--- src/rtl/l1_cache_ctrl_unit.sv ---
// Miss-handling FSM plus read-word select and write merge for the direct-mapped write-back L1.
// Hits cost zero cycles; misses stall the CPU through writeback/allocate/refill, paced by mem_ack.
module l1_cache_ctrl_unit #(
  parameter int LINE_W = 256,
  parameter int WORD_W = 32
) (
  input  logic              clk,
  input  logic              rst,
  input  logic              cache_cs,
  input  logic              cache_we,
  input  logic              cache_hit,
  input  logic              cache_dirty,
  input  logic              mem_ack,
  input  logic [2:0]        block_offset,
  input  logic [WORD_W-1:0] cpu_data_i,
  input  logic [LINE_W-1:0] cache_line_i,
  input  logic [LINE_W-1:0] mem_line_i,
  output logic [WORD_W-1:0] cpu_data_o,
  output logic [LINE_W-1:0] sram_line_o,
  output logic              sram_dirty_o,
  output logic              sram_cs,
  output logic              sram_we,
  output logic              stall,
  output logic              mem_cs,
  output logic              mem_we,
  output logic              mem_wb,
  output logic [LINE_W-1:0] mem_line_o
);

  localparam int NWORDS = 8;

  typedef enum logic [1:0] {
    S_IDLE      = 2'd0,
    S_WRITEBACK = 2'd1,
    S_ALLOCATE  = 2'd2,
    S_REFILL    = 2'd3
  } state_t;

  state_t state, state_nxt;
  logic [LINE_W-1:0] merged_line;

  always_ff @(posedge clk) begin
    if (rst) state <= S_IDLE;
    else     state <= state_nxt;
  end

  // Busy states ignore cache_cs/cache_we: the stalled CPU is holding its request.
  always_comb begin
    state_nxt = state;
    case (state)
      S_IDLE: begin
        if (cache_cs && !cache_hit)
          state_nxt = cache_dirty ? S_WRITEBACK : S_ALLOCATE;
      end
      S_WRITEBACK: if (mem_ack) state_nxt = S_ALLOCATE;
      S_ALLOCATE:  if (mem_ack) state_nxt = S_REFILL;
      S_REFILL:    state_nxt = S_IDLE;
      default:     state_nxt = S_IDLE;
    endcase
  end

  // Word 0 sits in the most significant slot of the line.
  always_comb begin
    cpu_data_o  = '0;
    merged_line = cache_line_i;
    for (int k = 0; k < NWORDS; k++) begin
      if (block_offset == 3'(k)) begin
        cpu_data_o = cache_line_i[LINE_W-1-WORD_W*k -: WORD_W];
        merged_line[LINE_W-1-WORD_W*k -: WORD_W] = cpu_data_i;
      end
    end
  end

  assign sram_line_o = (state == S_REFILL) ? mem_line_i : merged_line;
  assign mem_line_o  = cache_line_i;

  always_comb begin
    sram_cs      = 1'b0;
    sram_we      = 1'b0;
    sram_dirty_o = 1'b0;
    stall        = 1'b0;
    mem_cs       = 1'b0;
    mem_we       = 1'b0;
    mem_wb       = 1'b0;
    if (!rst) begin
      case (state)
        S_IDLE: begin
          sram_cs = cache_cs;
          stall   = cache_cs && !cache_hit;
          if (cache_cs && cache_hit && cache_we) begin
            sram_we      = 1'b1;
            sram_dirty_o = 1'b1;
          end
        end
        S_WRITEBACK: begin
          stall   = 1'b1;
          mem_cs  = 1'b1;
          mem_we  = 1'b1;
          mem_wb  = 1'b1;
          sram_cs = 1'b1;
        end
        S_ALLOCATE: begin
          stall  = 1'b1;
          mem_cs = 1'b1;
        end
        S_REFILL: begin
          stall   = 1'b1;
          sram_cs = 1'b1;
          sram_we = 1'b1;
        end
        default: ;
      endcase
    end
  end

endmodule

--- config.mk ---
export PLATFORM = sky130hd
export DESIGN_NAME = l1_cache_ctrl_unit
export DESIGN_NICKNAME = d
export VERILOG_FILES = /design/src/rtl/l1_cache_ctrl_unit.sv
export SDC_FILE = /design/constraint.sdc
export NUM_CORES = 1
export LEC_CHECK = 0
export ABC_AREA = 1
export CORE_AREA = 2 2 429 431
export DETAILED_ROUTE_END_ITERATION = 12
export DIE_AREA = 0 0 431 433
export GPL_ROUTABILITY_DRIVEN = 0
export GPL_TIMING_DRIVEN = 0
export PLACE_DENSITY = 0.3
export REMOVE_ABC_BUFFERS = 1
export SKIP_CTS_REPAIR_TIMING = 1
export SLEW_MARGIN = 20
export SYNTH_ARGS = -nofsm -noshare
export SYNTH_HDL_FRONTEND = slang
export SYNTH_SLANG_ARGS = --single-unit
--- constraint.sdc ---
create_clock -name clk -period 4.07 [get_ports clk]
set_clock_uncertainty 0.15 [all_clocks]
set_input_delay 0.6105 -clock clk [delete_from_list [all_inputs] [get_ports clk]]
set_output_delay 0.6105 -clock clk [all_outputs]
set_load 0.1 [all_outputs]
# == Word level (Yosys, flattened, before mapping) ==
# Index checks and enable logic that the tools add are counted.
# W data, S select, Z words.
# classes
n_eq_ne,13
n_mux,35
n_reduce_logical,10
# op_table
op,count
$mux W32,16
$mux W256,1
$eq A3 B3 Y1 const B,4
$mux W1,10
$mux W2,4
$pmux W2 S4,1
$eq A3 B2 Y1 const B,2
$ne A2 B2 Y1 const B,3
$pmux W1 S2,3
$eq A2 B2 Y1 const B,2
$reduce_or A2 Y1,2
$eq A3 B1 Y1 const B,1
$logic_and A1 B1 Y1,3
$logic_not A3 Y1,1
$reduce_and A3 Y1,1
$reduce_or A3 Y1,1
$eq A2 B1 Y1 const B,1
$logic_not A2 Y1,1
$logic_not A1 Y1,1
# totals
reg_bits,2
inputBits,554
word_cells,59

# == Logic depth before layout (Yosys ltp) ==
# depth
depth_word,9
depth_mapped,9

# == Least setup slack after synthesis ==
# OpenSTA, ideal clock, no wires.
# synth_path
kind,register to output
from,register state[0]
to,output sram_cs
arrival_time_ns,3.501
path_slack_ns,-0.192
path_stages_with_launch,7
cell_sequence,dfxtp_1 > ha_1 > buf_2 > inv_1 > buf_2 > buf_2 > a311oi_1
# synth_between
elab_chain_len,4
# synth_lines
element,line_no,source
start: declaration,39,"state_t state, state_nxt;"
start signal: assignment,44,else state <= state_nxt;
$eq A2 B2 Y1 or $eq A2 B1 Y1 (tied branches),86,case (state)
$reduce_or A2 Y1 (no source line),-,
$pmux W1 S2 *,86,
$mux W1 *,85,if (!rst) begin
end: declaration,21,"output logic sram_cs,"
# Mark *: on every way between the ends. The rest lies on a longest branch, timed or not.

# == Worst setup path after layout ==
# layout_path
from,input block_offset[0]
to,output cpu_data_o[1]
# layout_between
elab_chain_len,9
# layout_lines
element,line_no,source
start: declaration,14,"input logic [2:0] block_offset,"
$logic_not A3 Y1,67,if (block_offset == 3'(k)) begin
$mux W32 (7 in series),67,
$mux W32 *,67,
end: declaration,18,"output logic [WORD_W-1:0] cpu_data_o,"
# Marks and branches as above.

==> qor.yml <==
grt_pass1_vias: 16800
antenna_found_initial: 84
drc: 0
fp.coreArea_um2: 182000
grt_util_all_layers: 0.202
maxSlewViolCount: 0
postSynthAreaPerCell_um2: 4.97
synth_seq_area_share: 0.00420
largest_reg_flops: 2
placed_cell_area_um2: 21100
total_power_uw: 9690
cts.sinks: 2
setup_violations: 7
p_per_area_nw_per_um2: 441
startpoint_type: "input port"
clk_latency_ns: 0.22
cts_max_path_buffers: 2
synth_area_leaders: "nand2_1, buf_4, a31oi_1"
ant_nets: 0
yosys_warnings: 0
yosysTopAreaCellShare: 0.207
r2r_cells: 6
ys_ff_latch: 2
clkTransAtPathRegs_ns: 0.03
vias: 18700
post-route-period-util: 1.01
synthCells: 1918
die-height_um: 433
die_x_um: 431
tritoncts: "done"
multi_input_comb_area_um2: 6860
final_area_um2: 22000
synth_largest_area_cell: "nand2_1"
slowest_delay_ns: 0.33
status: "finished, violations left"
worst_ep_required_time_ns: 3.31
drtPass1Iterations: 8
fin_ws_ns: -0.0464
p_leak_uw: 0.00869
crit_type: "in -> out"
crit_arrival_ns: 3.36
numCtsBuffers: 3
worstMarginPinSlew_ns: 1.22
met3_usage: 0.0859
ir_drop_mv: 0.130
final_cells: 5066
final_nets: 3208
max_freq_mhz: 243
worstSetupPathDepth: 13
hold_viol_final: 0
failed_checks: "negative setup slack"
hold_path.class: "reg -> reg"
min_period_ns: 4.12
port_buffers: 1104
drive_above_1_share: 0.160
grt-ovfl-total: 0
start_util: 0.0524
filler_cell_count: 21300
worstHoldPathCells: 2
drtIter0Drc: 2263
seq_area_um2: 40.0
synthToLayoutAreaGrowth_pct: 130
yosysUniqueCellTypes: 25
grt_pass1_wl_um: 237000
path_common_cell: "buf_12"
top_register: "state"
use_met1: 0.238
grt-busiest-layer: "met2"
fin_util: 0.121
end_kind: "primary output"
grt_max_degree: 118
wire_per_inst_um: 41.6
placement_rows: 157
cp_num_buf_inv: 9
clockRootBuffer: "clkbuf_16"
place_hpwl_um: 172000
drv_cap: 0
dieArea_um2: 187000
worstPathCellList: "buf_12 -> inv_6 -> buf_16 -> nor2_4 -> buf_16 -> buf_12 -> nand2_8 -> buf_12 -> clkinv_16 -> clkbuf_16 -> nand2_1 -> nand4_1 -> buf_8"
met2_usage: 0.328
maxSlewHeadroom: 0.182
cp_slowest_cell: "nand4_1"
htree_num_levels: 1
rsz0062_at_grt: "true"
io_pins: 1105
totalWireLength_um: 211000
drt-vias-per-instance: 3.70
dp_cells: 4992
syn_area_um2: 9540
holdWs_ns: 0.440
path_max_fanout: 28
largestRegisters: "state (2)"
path_delay_family: "buffers and inverters"
[tightest hold or removal path: cells and delay by family (launching register included)]
family,cells,cell delay [ns]
AND/OR/NAND/NOR,1,0.05
flip-flops,1,0.35
AO/OA/AOI/OAI,1,0.14
[layout by cell type (no fill, tap or decap), types with 7 or more instances in the layout]
| master | instances |
|---|---|
| clkdlybuf4s50_1 | 771 |
| nand2_1 | 521 |
| nor2_1 | 327 |
| a31oi_1 | 201 |
| nand3_1 | 128 |
| nand4_1 | 125 |
| buf_2 | 107 |
| a21oi_1 | 65 |
| clkbuf_4 | 65 |
| clkbuf_2 | 63 |
| inv_1 | 38 |
| buf_4 | 35 |
| diode_2 | 34 |
| buf_6 | 32 |
| dlymetal6s2s_1 | 32 |
| buf_16 | 22 |
| buf_12 | 19 |
| a31oi_2 | 15 |
| clkbuf_16 | 14 |
| buf_8 | 12 |
| a31oi_4 | 7 |
[metal layers]
layer / vias to the layer above / routed length (µm)
li1: 7702 / -
met1: 9425 / 79500
met2: 1363 / 96600
met3: 228 / 25700
met4: 10 / 8760
met5: - / 62
[cells by family (layout without fill, tap and decap cells)]
| logic type | Yosys count | count (layout) | synth area share |
|---|---|---|---|
| compound gates | 298 | 298 | 0.187 |
| buf+inv | 499 | 1227 | 0.311 |
| other cells | 0 | 34 | 0 |
| flops | 2 | 2 | 0.00420 |
| fa+ha+maj | 5 | 5 | 0.00656 |
| simple gates | 1114 | 1115 | 0.492 |
[cells in the mapped netlist]
cell	instances
nand2_1	526
nor2_1	329
buf_4	261
a31oi_1	223
nand3_1	128
nand4_1	125
clkbuf_1	77
buf_2	74
a21oi_1	66
inv_1	40
buf_1	26
clkbuf_2	13
inv_2	8
ha_1	5
o21ai_0	5
dfxtp_1	2
nor2_4	2
a211oi_1	1
a311oi_1	1
nand2_2	1
nand3_2	1
nor3_1	1
nor3_4	1
o211ai_1	1
o21bai_1	1
[final cells by class]
type	instances	area share
Antenna cell	34	0.00387
Inverter	48	0.0132
Multi-Input combinational cell	1418	0.312
Timing Repair Buffer	1174	0.529
Clock buffer	3	0.00342
Tap cell	2385	0.136
Timing Repair inverter	2	0.000911
Sequential cell	2	0.00182
[metrics by stage]
step	worst slack, ns	setup TNS (ns)
final	-0.0464	-0.121
after global routing	-0.0513	-0.183
after CTS	-2.63	-375.93
after detailed placement	-2.62	-374.02
after global placement	-20.12	-4856.79
after floorplan	-8.99	-1990.96
[final timing paths]
| check | startpoint | endpoint | slack [ns] |
|---|---|---|---|
| min reg2reg | state[0] | state[0] | 0.44 |
| max reg2reg | state[0] | state[1] | 2.52 |
| min | state[0] | state[0] | 0.44 |
| max | block_offset[0] | cpu_data_o[1] | -0.05 |
[report_power, final]
part / leakage (µW) / internal [µW] / total, µW / switching (µW)
sequential: 0.0000165 / 29.2 / 42.7 / 13.5
clock: 0.0000372 / 125 / 150 / 24.5
combinational: 0.00864 / 1800 / 9500 / 7700
Note: power is estimated with default switching activity, not from simulation.
